--- config.mk ---
export PLATFORM = sky130hd
export DESIGN_NAME = fir_mac_accumulator
export DESIGN_NICKNAME = d
export VERILOG_FILES = /design/src/rtl/fir_pkg.sv /design/src/rtl/fir_round_sat.sv /design/src/rtl/fir_mac_accumulator.sv
export SDC_FILE = /design/constraint.sdc
export NUM_CORES = 1
export LEC_CHECK = 0
export ABC_AREA = 1
export CELL_PAD_IN_SITES_DETAIL_PLACEMENT = 0
export CELL_PAD_IN_SITES_GLOBAL_PLACEMENT = 2
export CORE_ASPECT_RATIO = 1.4
export CORE_MARGIN = 2
export CORE_UTILIZATION = 30
export DETAILED_ROUTE_END_ITERATION = 10
export DONT_BUFFER_PORTS = 1
export MAX_ROUTING_LAYER = met4
export PLACE_DENSITY_LB_ADDON = 0.1
export SYNTH_ARGS = -nofsm -noshare
export SYNTH_HDL_FRONTEND = slang
export SYNTH_SLANG_ARGS = --single-unit
--- constraint.sdc ---
create_clock -name clk -period 11.45 [get_ports clk]
set_input_delay 1.145 -clock clk [delete_from_list [all_inputs] [get_ports clk]]
set_output_delay 1.145 -clock clk [all_outputs]
set_load 0.05 [all_outputs]
--- src/rtl/fir_pkg.sv ---
// fir_pkg: width helpers shared by the FIR multiply-accumulate datapath
package fir_pkg;

    function automatic int prod_bits(input int in_bits, input int coef_bits);
        return in_bits + coef_bits;
    endfunction

    function automatic int acc_bits(input int in_bits, input int coef_bits, input int taps);
        return in_bits + coef_bits + $clog2(taps) + 1;
    endfunction

    function automatic int counter_bits(input int taps);
        return taps > 1 ? $clog2(taps) : 1;
    endfunction

endpackage

--- src/rtl/fir_round_sat.sv ---
// fir_round_sat: round-half-up arithmetic right shift followed by saturation to OUT_BITS
module fir_round_sat #(
    parameter int IN_BITS  = 38,
    parameter int OUT_BITS = 16,
    parameter int SHIFT    = 15
) (
    input  logic signed [IN_BITS-1:0]  din,
    output logic signed [OUT_BITS-1:0] dout,
    output logic                       sat
);

    localparam int W = IN_BITS + 1;
    localparam logic signed [W-1:0] HALF = W'(1) << (SHIFT - 1);
    localparam logic signed [W-1:0] MAXV = {{(W - OUT_BITS + 1){1'b0}}, {(OUT_BITS - 1){1'b1}}};
    localparam logic signed [W-1:0] MINV = {{(W - OUT_BITS + 1){1'b1}}, {(OUT_BITS - 1){1'b0}}};

    logic signed [W-1:0] biased;
    logic signed [W-1:0] shifted;
    logic                hi;
    logic                lo;

    assign biased  = {din[IN_BITS-1], din} + HALF;
    assign shifted = biased >>> SHIFT;
    assign hi      = shifted > MAXV;
    assign lo      = shifted < MINV;
    assign sat     = hi | lo;
    assign dout    = hi ? MAXV[OUT_BITS-1:0] : lo ? MINV[OUT_BITS-1:0] : shifted[OUT_BITS-1:0];

endmodule

--- src/rtl/fir_mac_accumulator.sv ---
// fir_mac_accumulator: serial MAC summing one product per cycle, emitting one rounded, saturated sample per round
module fir_mac_accumulator
    import fir_pkg::*;
#(
    parameter int  FILTER_IN_BITS  = 16,
    parameter int  COEFF_BITS      = 16,
    parameter int  FILTER_OUT_BITS = 16,
    parameter int  NUMBER_OF_TAPS  = 64,
    parameter int  OUT_SHIFT       = 15,
    localparam int COUNTER_BITS    = counter_bits(NUMBER_OF_TAPS)
) (
    input  logic                              clk,
    input  logic                              rst,
    input  logic                              phase_min,
    input  logic        [COUNTER_BITS-1:0]    current_count,
    input  logic signed [FILTER_IN_BITS-1:0]  delay_filter_in,
    input  logic signed [COEFF_BITS-1:0]      coeff,
    input  logic                              clear_sat,
    output logic signed [FILTER_OUT_BITS-1:0] filter_out,
    output logic                              filter_out_valid,
    output logic                              sat_flag
);

    localparam int PROD_BITS = prod_bits(FILTER_IN_BITS, COEFF_BITS);
    localparam int ACC_BITS  = acc_bits(FILTER_IN_BITS, COEFF_BITS, NUMBER_OF_TAPS);

    logic signed [PROD_BITS-1:0]       prod_r;
    logic                              first_r;
    logic                              last_r;
    logic                              armed;
    logic signed [ACC_BITS-1:0]        acc;
    logic signed [ACC_BITS-1:0]        sum;
    logic                              emit;
    logic signed [FILTER_OUT_BITS-1:0] round_val;
    logic                              round_sat;

    // Stage 1: full-precision product plus round-boundary markers for this tap
    always_ff @(posedge clk) begin
        if (rst) begin
            prod_r  <= '0;
            first_r <= 1'b0;
            last_r  <= 1'b0;
        end else begin
            prod_r  <= PROD_BITS'(delay_filter_in) * PROD_BITS'(coeff);
            first_r <= phase_min;
            last_r  <= current_count == COUNTER_BITS'(NUMBER_OF_TAPS - 1);
        end
    end

    // Stage 2 combinational: restart or extend the running sum; emit only for rounds that began at a first tap
    always_comb begin
        sum  = first_r ? ACC_BITS'(prod_r) : acc + ACC_BITS'(prod_r);
        emit = last_r && (armed || first_r);
    end

    fir_round_sat #(
        .IN_BITS (ACC_BITS),
        .OUT_BITS(FILTER_OUT_BITS),
        .SHIFT   (OUT_SHIFT)
    ) u_round_sat (
        .din (sum),
        .dout(round_val),
        .sat (round_sat)
    );

    // Stage 2 registers: accumulator, round arming, output sample and sticky saturation (set beats clear)
    always_ff @(posedge clk) begin
        if (rst) begin
            acc              <= '0;
            armed            <= 1'b0;
            filter_out       <= '0;
            filter_out_valid <= 1'b0;
            sat_flag         <= 1'b0;
        end else begin
            acc              <= sum;
            armed            <= emit ? 1'b0 : first_r ? 1'b1 : armed;
            filter_out       <= emit ? round_val : filter_out;
            filter_out_valid <= emit;
            sat_flag         <= (emit && round_sat) || (sat_flag && !clear_sat);
        end
    end

endmodule

Word-level counts from Yosys, hierarchy flattened
Index checks and enable logic that the tools add are counted.
{"block": "word_totals", "regBits": 92, "input_bits": 42, "elab_cells": 25}
{"block": "op_classes", "add_sub_neg": 2, "multipliers": 1, "magnitude_cmp": 2, "n_eq_ne": 1, "n_mux": 3, "bitwise": 1, "reduce_logical": 7}
{"operator": "39-bit by 16-bit adder with 40-bit output (second input constant)", "n": 1}
{"operator": "39-bit by 32-bit adder with 39-bit output", "n": 1}
{"operator": "39-bit 2-to-1 mux", "n": 1}
{"operator": "16-bit by 16-bit multiplier with 32-bit output", "n": 1}
{"operator": "16-bit 2-to-1 mux", "n": 2}
{"operator": "25-bit by 16-bit greater-than comparator with 1-bit output (second input constant)", "n": 1}
{"operator": "25-bit by 16-bit < comparator with 1-bit output (second input constant)", "n": 1}
{"operator": "6-bit equality test (second input constant)", "n": 1}
{"operator": "1-bit logical AND", "n": 3}
{"operator": "1-bit logical OR", "n": 2}
{"operator": "2-bit OR reduction", "n": 1}
{"operator": "1-bit logical NOT", "n": 1}
{"operator": "1-bit bitwise OR", "n": 1}

Logic depth before layout (Yosys ltp)
Gate-level depths: netlist (run 1).
{"block": "logic_depth", "depth_word": 7, "mapped_depth": 32}

Hierarchy
From an unflattened synthesis (run 1), not the netlist that was laid out.
{"block": "hier_totals", "cells_unflattened": 2575, "area_unflattened_um2": 17536.8}
{"module": "fir_mac_accumulator", "n_inst": 1, "cells_per_inst": 2378, "area_per_inst_um2": 16607.2, "seq_area_each_um2": 1841.8}
{"module": "fir_round_sat", "n_inst": 1, "cells_per_inst": 197, "area_per_inst_um2": 929.6, "seq_area_each_um2": 0.0}

Worst setup path before layout (run 1)
OpenSTA, ideal clock, no wires.
{"block": "synth_path", "path_kind": "input port to flip-flop", "start": "input port coeff[9]", "end": "register prod_r[29]", "setup_ns": 0.120, "arrival_time_ns": 6.777, "t_required_ns": 11.330, "path_slack_ns": 4.553, "stages": 27, "cell_sequence": "clkbuf_1 -> clkbuf_1 -> nand2_1 -> fa_1 -> inv_1 -> fa_1 -> inv_1 -> fa_1 -> inv_1 -> fa_1 -> inv_1 -> fa_1 -> inv_1 -> fa_1 -> ha_1 -> nand2_1 -> o21a_1 -> o221ai_1 -> a21oi_1 -> o21ai_0 -> nand4_1 -> o211ai_1 -> nand3_1 -> nand2_1 -> a21oi_1 -> o21ai_0 -> a21oi_1"}
{"block": "synth_via", "elab_chain_cells": 1}
{"item": "from (decl)", "line_no": "fir_mac_accumulator.sv:17", "source": "input logic signed [COEFF_BITS-1:0] coeff,"}
{"item": "16-bit by 16-bit multiplier with 32-bit output", "line_no": "fir_mac_accumulator.sv:44", "source": "prod_r <= PROD_BITS'(delay_filter_in) * PROD_BITS'(coeff);"}
{"item": "to (signal assigned)", "line_no": "fir_mac_accumulator.sv:44"}
{"item": "to (decl)", "line_no": "fir_mac_accumulator.sv:27", "source": "logic signed [PROD_BITS-1:0] prod_r;"}
Every way passes these cells.
A chain may end at the register's enable or synchronous reset.

Final worst setup path (run 1)
{"block": "layout_path", "start": "input port coeff[15]", "end": "register prod_r[29]"}
Same word-level chain as after synthesis.

==> out/results.env, run 1 <==
INITIAL_UTILIZATION_PCT=30.4
ROWS=103
HP-CLASS='flip-flop to flip-flop'
PLACE_HPWL_MM=43.5
WORSTHOLDENDPOINT='armed'
TRACK_USAGE_PCT=18.6
HP-START='armed'
FP.DIEH_UM=287
VIAS=13700
GRT_START_MAX_NET_PINS=60
CPMAXSTAGEDELAYCELL='fa_1'
ASYNC_RESET_FF_SHARE_PCT=0
SYNTH_CELL_TYPES=41
TRITONCTS_CLOCK_TREE='yes'
DRT_ITER0_DRC=623
SYNTH_FLOP_CELL='dfxtp_1'
CRITICAL_PATH.MAX_STAGE_DELAY_PS=540
CTS_ROOT_BUF='clkbuf_16'
MAX_SLEW.WORST_PIN.SLEW_PS=1140
RR_ENDPOINT='filter_out[8]'
AREA.SEQUENTIAL_UM2=1840
SETUP_VIOL=0
PLACE_WORST_SETUP_SLACK_PS=4210
SYNTH.FF_LATCH_COUNT=92
TIMING.HOLD.WORST_PATH_DEPTH=1
CRITPATHKIND='primary input to flip-flop'
UNREPAIRED_SETUP_ENDPOINTS_AFTER_GLOBAL_ROUTING='false'
CRITPATHBUFINV=5
VIAS_PER_CELL=4.35
DRCVIOLATIONCOUNT=0
PATH_MAX_FANOUT=17
REG2REG_DEPTH=30
NUM_IO_PINS=60
ANTENNA_LEFT=0
STATUS='complete, no violations'
LAYOUT.CORE_UTILIZATION_PCT=32.0
CTS.REPORTEDPATHS.CLKPINSLEW_PS=70
POST-CTS-SETUP-BUFFER-COUNT=0
TIMING.CRITICAL_PATH.REQUIRED_PS=11710
MULTI_INPUT_AREA_UM2=12500
KIND_OF_CELL_ADDING_THE_MOST_DELAY_TO_THE_CRITICAL_PATH='adder cells'
SYN_AREA_UM2=17200
TOTALWIRELENGTH_MM=50.8
CRITPATHCAPTURETYPE='flip-flop'
CELL_COUNT_AFTER_SYNTHESIS=2458
LAYOUT_SETUP_WS_PS=4630
FILLERINSTANCES=6263
FINALSETUPTNS_PS=0
SYNTH.YOSYS.SEQ_AREA_SHARE_PCT=10.7
MAX_FREQ_MHz=147
RELSLEWSLACK_PCT=24.1
CTS_BUFFER_DEPTH=2
HOLD_VIOL_FINAL=0
SYN_NETS=2884
TRITONCTS_NUM_SINKS=92
DIE_AREA_UM2=59400
HOLDBUFCOUNTCTS=0
HTREE_LEVELS=3
OVERFLOW=0
CRITICAL_PATH.STARTPOINT_TYPE='primary input'
WIRE_LENGTH_OF_THE_FIRST_GLOBAL_ROUTING_PASS_MM=82.3
SYNTH_ENABLE_FLOP_CELLS=0
DIE_WIDTH_UM=206
SYN2LAYOUT_AREA_GROWTH_PCT=5.30
GRT_PASS1_VIAS=14700
STARTPOINT_OF_THE_WORST_REGISTER_TO_REGISTER_PATH='prod_r[0]'
CTS_RESIZED=0
PERIOD_MINUS_SLACK_PS=6820
FIN_CRIT_SH_PCT=59.5
CRITICAL-PATH-TOP-CELL-BY-COUNT='fa_1'
FIN_WORST_SKEW_PS=12.8
TIMING.MAX_CAP.VIOLATIONS=0
PLACEMENT.IO_BUFFERS=0
FIRSTDRTPASSITERS=5
CLK_LATENCY_PS=380
FLOORPLAN.CORE_AREA_UM2=56600
NETS=2828
NUM_ANTENNA_CELLS=0
POST_SYNTH.CELL_AREA_AVG_UM2=7.00
ANTENNA_FOUND_INITIAL=1
NUMBER_OF_CLOCK_BUFFERS_INSERTED_BY_TRITONCTS=9
POST_DRT_WL_PER_CELL_UM=16.2
CRIT_ARRIVAL_PS=7080
GPL.FINAL_WEIGHTED_CONGESTION=0.843
YOSYSWARNINGCOUNT=0
SHARE_OF_CELLS_ABOVE_DRIVE_STRENGTH_1_PCT=6.81
R2R_SLACK_PS=7030
FIN_MAX_SLEW_VIOS=0
==> cell type report <==
class	count	area share [%]
Clock buffer	11	1.34
Clock inverter	5	0.373
Inverter	664	13.7
Multi-Input combinational cell	1631	69.1
Sequential cell	92	10.2
Tap cell	735	5.07
Timing Repair Buffer	4	0.166
==> through the flow <==
| stage | instance area (um^2) | cells | hold WS [ps] |
|---|---|---|---|
| finish | 18100 | 3142 | 463 |
| global route | 18100 | 3142 | 514 |
| CTS | 18100 | 3142 | 466 |
| detailed placement | 17800 | 3126 | 449 |
| global placement | 17800 | 3126 | 444 |
| floorplan | 17200 | 2458 | 435 |
==> worst max path at each step <==
stage | start | endpoint | slack (ps) | cells after the start
after CTS | coeff[15] | prod_r[29] | 4620 | 25
after global routing | coeff[15] | prod_r[29] | 4150 | 25
final | coeff[15] | prod_r[29] | 4630 | 25
after floorplan | coeff[9] | prod_r[29] | 4550 | 27
after detailed placement | coeff[15] | prod_r[29] | 4210 | 25
after global placement | coeff[15] | prod_r[29] | 4250 | 25
==> routing by layer <==
metal	GRT usage, %	vias to the layer above	part of all wire (%)
met5	-	-	0
met4	3.02	0	0.87
met3	1.94	19	2.2
met2	33.7	116	52
met1	22.3	6538	45
li1	-	7010	-
==> layout by cell type (no fill, tap or decap), drive strengths merged <==
cell | synthesis | layout
a211o | 1 | 1
o21ai | 51 | 51
or2 | 28 | 28
nand3 | 91 | 91
xor2 | 26 | 26
dfxtp | 92 | 92
nor4 | 1 | 1
a21boi | 3 | 3
nor3 | 9 | 9
a21o | 1 | 1
o221ai | 1 | 1
nand3b | 1 | 1
a211oi | 3 | 3
clkbuf | 65 | 11
o2111ai | 1 | 1
inv | 661 | 663
bufinv | 0 | 1
nor2 | 180 | 180
a31oi | 3 | 3
nand4 | 17 | 17
ha | 121 | 121
o21a | 7 | 7
clkinv | 3 | 5
xnor2 | 15 | 15
buf | 6 | 4
o21bai | 5 | 5
o211ai | 2 | 2
nand2 | 722 | 722
a21oi | 79 | 79
fa | 263 | 263
==> Yosys cell counts, types with 3 or more instances <==
| cell type | n | area share, % |
|---|---|---|
| a211oi_1 | 3 | 0.13 |
| a21boi_0 | 3 | 0.13 |
| a21oi_1 | 79 | 2.3 |
| a31oi_1 | 3 | 0.11 |
| clkbuf_1 | 62 | 1.4 |
| clkbuf_8 | 3 | 0.24 |
| clkinv_1 | 3 | 0.065 |
| dfxtp_1 | 92 | 11 |
| fa_1 | 263 | 31 |
| ha_1 | 121 | 8.8 |
| inv_1 | 650 | 14 |
| inv_2 | 11 | 0.24 |
| nand2_1 | 670 | 15 |
| nand2_2 | 50 | 1.8 |
| nand3_1 | 74 | 2.2 |
| nand3_2 | 16 | 0.93 |
| nand4_1 | 17 | 0.62 |
| nor2_1 | 145 | 3.2 |
| nor2_2 | 27 | 0.98 |
| nor2_4 | 8 | 0.52 |
| nor3_1 | 9 | 0.26 |
| o21a_1 | 7 | 0.31 |
| o21ai_0 | 45 | 1.3 |
| o21ai_1 | 5 | 0.15 |
| o21bai_1 | 5 | 0.22 |
| or2_2 | 28 | 1.0 |
| xnor2_1 | 15 | 0.76 |
| xor2_1 | 26 | 1.3 |
==> flip-flops by register name (all words and copies together) (netlist names) <==
register	count
armed	1
prod_r	32
sat_flag	1
last_r	1
acc	39
filter_out_valid	1
first_r	1
filter_out	16
==> kinds of logic after synthesis <==
| kind of cell | share of synthesized area [%] |
|---|---|
| adder cells (fa/ha/maj) | 39.4 |
| XOR/XNOR | 2.09 |
| flip-flops | 10.7 |
| AO/OA/AOI/OAI | 4.98 |
| AND/OR/NAND/NOR | 26.4 |
| buffers and inverters | 16.5 |
Power of run 1 is left out: the tool's default activity adds up to more than one toggle a clock period on the data nets, which glitch-free logic cannot reach.
==> inputs of run 2 (changes only) <==
Clock period 11.45 ns to 5.68 ns, I/O delays scaled along.
==> out/results.env, run 2 (synthesis gave the netlist of run 1 again) <==
VIAS_PER_CELL=4.33
RELSLEWSLACK_PCT=23.2
HP-CLASS='primary input to flip-flop'
MAX_FREQ_MHz=183
FIN_WORST_SKEW_PS=22.2
TOP_REGS='acc (39), prod_r (32), filter_out (16)'
TIMING.MAX_CAP.VIOLATIONS=0
TRITONCTS_NUM_SINKS=92
LARGEST_REGISTER_FFS=39
CTS_BUFFER_DEPTH=2
WL_MET2_MM=27.1
GRT_START_MAX_NET_PINS=55
SETUP_VIOL=0
POSTLAYOUTCELLAREA_UM2=19000
DR.MAX_LAYER_USED='met4'
POST_DRT_WL_PER_CELL_UM=16.0
INITIAL_UTILIZATION_PCT=30.4
ANTENNA_LEFT=0
WIRE_LENGTH_OF_THE_FIRST_GLOBAL_ROUTING_PASS_MM=84.2
TRACK_USAGE_PCT=18.9
CRIT_ARRIVAL_PS=5720
TOTALWIRELENGTH_MM=51.3
TIMING.CRITICAL_PATH.REQUIRED_PS=5950
FILLERINSTANCES=6236
SYN2LAYOUT_AREA_GROWTH_PCT=10.2
UNREPAIRED_SETUP_ENDPOINTS_AFTER_GLOBAL_ROUTING='true'
DIE_WIDTH_UM=206
FIN_MAX_SLEW_VIOS=0
CTS_ROOT_BUF='clkbuf_16'
CTS.REPORTEDPATHS.CLKPINSLEW_PS=80
TRITONCTS_CLOCK_TREE='yes'
SHARE_OF_CELLS_ABOVE_DRIVE_STRENGTH_1_PCT=12.0
CRITICAL_PATH.MAX_STAGE_DELAY_PS=560
OVERFLOW=0
CLK_LATENCY_PS=380
PLACEMENT.IO_BUFFERS=0
CRITICAL-PATH-TOP-CELL-BY-COUNT='fa_1'
MAX_SLEW.WORST_PIN.SLEW_PS=1150
ANTENNA_FOUND_INITIAL=0
PERIOD_MINUS_SLACK_PS=5450
CPMAXSTAGEDELAYCELL='fa_1'
ROUTE.LAYER.MET1.WL_MM=22.5
HTREE_LEVELS=3
FIRSTDRTPASSITERS=5
GPL.FINAL_WEIGHTED_CONGESTION=0.836
NUM_ANTENNA_CELLS=0
PATH_MAX_FANOUT=10
HOLD_VIOL_FINAL=0
MOST_FREQUENT_STANDARD_CELL_IN_THE_LAYOUT_EXCLUDING_FILL_AND_TAP_CELLS='nand2_1'
ROWS=103
CRITICAL_PATH.STARTPOINT_TYPE='primary input'
CRITPATHKIND='primary input to flip-flop'
GRT_PASS1_VIAS=15300
DRCVIOLATIONCOUNT=0
FINAL_CELL_MIX='nand2_1 (657), inv_1 (645), fa_1 (256), nor2_1 (144), ha_1 (108)'
NETS=2902
WL_MET3_UM=813
VIAS=13900
STATUS='complete, no violations'
DPL_CELL_AREA_UM2=18500
FP.DIEH_UM=287
CRITPATHCAPTURETYPE='flip-flop'
DRT_ITER0_DRC=405
CRIT_PATH_CELL_TRACE='clkinvlp_4 > buf_6 > buf_6 > or2_2 > fa_1 > inv_1 > fa_1 > fa_1 > fa_1 > fa_1 > fa_1 > ha_2 > nand2_1 > nor2_1 > a211oi_2 > o211ai_1 > a21oi_2 > nand3_1 > nand2_1 > nor2_1'
FLOORPLAN.CORE_AREA_UM2=56600
FIN_CRIT_SH_PCT=96.0
LARGEST-REGISTER='acc'
DIE_AREA_UM2=59400
PLACE_HPWL_MM=44.1
NUM_IO_PINS=60
NUMBER_OF_CLOCK_BUFFERS_INSERTED_BY_TRITONCTS=9
-- run 2: critical path, delay by kind of cell --
family | cells | cell delay (ps)
AO/OA/AOI/OAI | 3 | 590
adder cells (fa/ha/maj) | 7 | 3410
buffers and inverters | 4 | 540
AND/OR/NAND/NOR | 6 | 610
-- run 2: what timing repair did --
action	4_1_cts	5_1_grt
hold buffers	0	0
gates resized for setup	0	35
buffers inserted	0	2
endpoints found under the setup margin	0	9
-- run 2: layout make-up --
| cell class | count | area (um^2) | area share [%] |
|---|---|---|---|
| clock buffers | 9 | 225 | 1.19 |
| clock inverters | 7 | 55.1 | 0.290 |
| inverters | 664 | 2500 | 13.2 |
| multi-input cells | 1631 | 12800 | 67.6 |
| flip-flops and latches | 92 | 1840 | 9.71 |
| well taps | 735 | 920 | 4.85 |
| repair buffers | 78 | 606 | 3.19 |
-- run 2: per-layer routing --
layer / track usage (%) / up-vias
li1: - / 7151
met4: 4.52 / 0
met1: 22.2 / 6640
met3: 1.43 / 32
met5: - / -
met2: 34.6 / 109
-- run 2: final timing paths --
| path | slack [ps] | endpoint | startpoint | depth (start not counted) |
|---|---|---|---|---|
| min | 260 | prod_r[4] | rst | 1 |
| max | 230 | prod_r[30] | coeff[15] | 20 |
| max reg2reg | 1300 | filter_out[1] | prod_r[0] | 30 |
| min reg2reg | 490 | armed | armed | 1 |
-- run 2: per-stage QoR --
| step | setup WS, ps | cells | TNS, ps | hold WS [ps] | util, % |
|---|---|---|---|---|---|
| finish | 226 | 3216 | 0 | 257 | 33.5 |
| floorplan | -140 | 2458 | -312 | 435 | - |
| global route | -62.9 | 3216 | -109 | 238 | 33.5 |
| detailed placement | -410 | 3198 | -2830 | 461 | 32.8 |
| CTS | 26.8 | 3214 | 0 | 230 | 33.3 |
| global placement | -404 | 3198 | -2560 | 448 | 32.8 |
Power of run 2 is left out for the same reason.
==> inputs of run 3 (changes only) <==
Settings changed: CORE_UTILIZATION 30 to 25.
==> out/results.env, run 3 (synthesis gave the netlist of run 1 again) <==
STATUS='complete, no violations'
HP-CLASS='primary input to flip-flop'
CPMAXSTAGEDELAYCELL='fa_1'
DPL_CELL_AREA_UM2=18800
FINALSETUPTNS_PS=0
REG2REG_DEPTH=31
R2R_SLACK_PS=1290
STARTPOINT_OF_THE_WORST_REGISTER_TO_REGISTER_PATH='prod_r[0]'
SHARE_OF_CELLS_ABOVE_DRIVE_STRENGTH_1_PCT=12.1
NETS=2912
PLACEMENT.IO_BUFFERS=0
WL_MET3_UM=943
TRITONCTS_NUM_SINKS=92
POSTLAYOUTCELLAREA_UM2=19300
TOTALWIRELENGTH_MM=54.7
MAX_FREQ_MHz=181
DIE_WIDTH_UM=226
FLOORPLAN.CORE_AREA_UM2=68000
ROWS=113
FILLERINSTANCES=7606
TIMING.CRITICAL_PATH.REQUIRED_PS=5950
GPL.FINAL_WEIGHTED_CONGESTION=0.809
CRITICAL_PATH_DEPTH=21
CRITICAL-PATH-TOP-CELL-BY-COUNT='fa_1'
WL_MET2_MM=29.2
MOST_FREQUENT_STANDARD_CELL_IN_THE_LAYOUT_EXCLUDING_FILL_AND_TAP_CELLS='nand2_1'
TOP_REGS='acc (39), prod_r (32), filter_out (16)'
VIAS=13900
HP-START='rst'
DRCVIOLATIONCOUNT=0
FINAL_CELL_MIX='nand2_1 (657), inv_1 (640), fa_1 (258), nor2_1 (145), ha_1 (111)'
HOLDBUFCOUNTCTS=0
INITIAL_UTILIZATION_PCT=25.3
CTS_BUFFER_DEPTH=2
ANTENNA_FOUND_INITIAL=0
TRITONCTS_CLOCK_TREE='yes'
DRT_ITER0_DRC=473
NUMBER_OF_CLOCK_BUFFERS_INSERTED_BY_TRITONCTS=9
CRITPATHBUFINV=5
FP.DIEH_UM=315
DR.MAX_LAYER_USED='met4'
HOLD_VIOL_FINAL=0
RR_ENDPOINT='filter_out[14]'
CRITICAL_PATH.MAX_STAGE_DELAY_PS=550
RELSLEWSLACK_PCT=29.2
GRT_START_MAX_NET_PINS=55
FIRSTDRTPASSITERS=5
CTS_ROOT_BUF='clkbuf_16'
CRITPATHCAPTURETYPE='flip-flop'
PATH_MAX_FANOUT=10
PLACE_HPWL_MM=47.0
WORSTHOLDENDPOINT='first_r'
CRITICAL_PATH.STARTPOINT_TYPE='primary input'
TRACK_USAGE_PCT=16.5
CRITPATHKIND='primary input to flip-flop'
POST_DRT_WL_PER_CELL_UM=16.0
KIND_OF_CELL_ADDING_THE_MOST_DELAY_TO_THE_CRITICAL_PATH='adder cells'
NUM_ANTENNA_CELLS=0
CTS.REPORTEDPATHS.CLKPINSLEW_PS=70
CRITPATHLAUNCH='coeff[15]'
TIMING.MAX_CAP.VIOLATIONS=0
TIMING.HOLD.WORST_PATH_DEPTH=1
CRIT_PATH_CELL_TRACE='clkinvlp_4 > buf_4 > or2_2 > fa_1 > inv_1 > fa_1 > fa_1 > fa_1 > fa_1 > inv_1 > fa_1 > inv_1 > ha_1 > a21oi_2 > nor2_1 > a211oi_2 > o211ai_1 > a21oi_2 > nand3_1 > nand2_1 > nor2_1'
ROUTE.LAYER.MET1.WL_MM=23.7
CLK_LATENCY_PS=380
LARGEST-REGISTER='acc'
MAX_SLEW.WORST_PIN.SLEW_PS=1060
FIN_MAX_SLEW_VIOS=0
SYN2LAYOUT_AREA_GROWTH_PCT=11.8
DIE_AREA_UM2=71000
FIN_CRIT_SH_PCT=97.2
UNREPAIRED_SETUP_ENDPOINTS_AFTER_GLOBAL_ROUTING='true'
WIRE_LENGTH_OF_THE_FIRST_GLOBAL_ROUTING_PASS_MM=87.1
FIN_WORST_SKEW_PS=16.7
OVERFLOW=0
HTREE_LEVELS=3
GRT_PASS1_VIAS=15200
PERIOD_MINUS_SLACK_PS=5520
LARGEST_REGISTER_FFS=39
ANTENNA_LEFT=0
SETUP_VIOL=0
VIAS_PER_CELL=4.08
NUM_IO_PINS=60
CRIT_ARRIVAL_PS=5790
## run 3: cell type report
type	count	area [um^2]	share of cell area (%)
repair buffers	88	689	3.58
multi-input cells	1631	12800	66.5
clock buffers	9	225	1.17
flip-flops and latches	92	1840	9.57
well taps	920	1150	5.98
clock inverters	7	55.1	0.286
inverters	664	2500	13.0
## run 3: repair_timing
action,CTS,global route
pin swaps,0,28
setup endpoints to repair,2,9
buffers inserted,0,5
gates resized for setup,2,28
## run 3: worst max-delay path by stage
stage / to / slack, ps
global placement: prod_r[29] / -420
finish: prod_r[30] / 160
floorplan: prod_r[29] / -140
detailed placement: prod_r[29] / -450
global route: prod_r[29] / -60
CTS: prod_r[28] / 30
## run 3: routing by layer
metal / global-route usage, % / up-vias
met5: - / -
met4: 3.55 / 0
met2: 30.9 / 111
met1: 19.1 / 6609
li1: - / 7167
met3: 1.29 / 34
## run 3: metrics by stage
step / util, % / setup WS [ps] / hold WS (ps) / std cells
after floorplan: - / -140 / 435 / 2458
after detailed placement: 27.7 / -446 / 453 / 3390
after global placement: 27.7 / -417 / 443 / 3390
after global routing: 28.3 / -64.9 / 245 / 3411
after CTS: 28.1 / 29.6 / 237 / 3406
final: 28.3 / 159 / 264 / 3411
Power of run 3 is left out for the same reason.
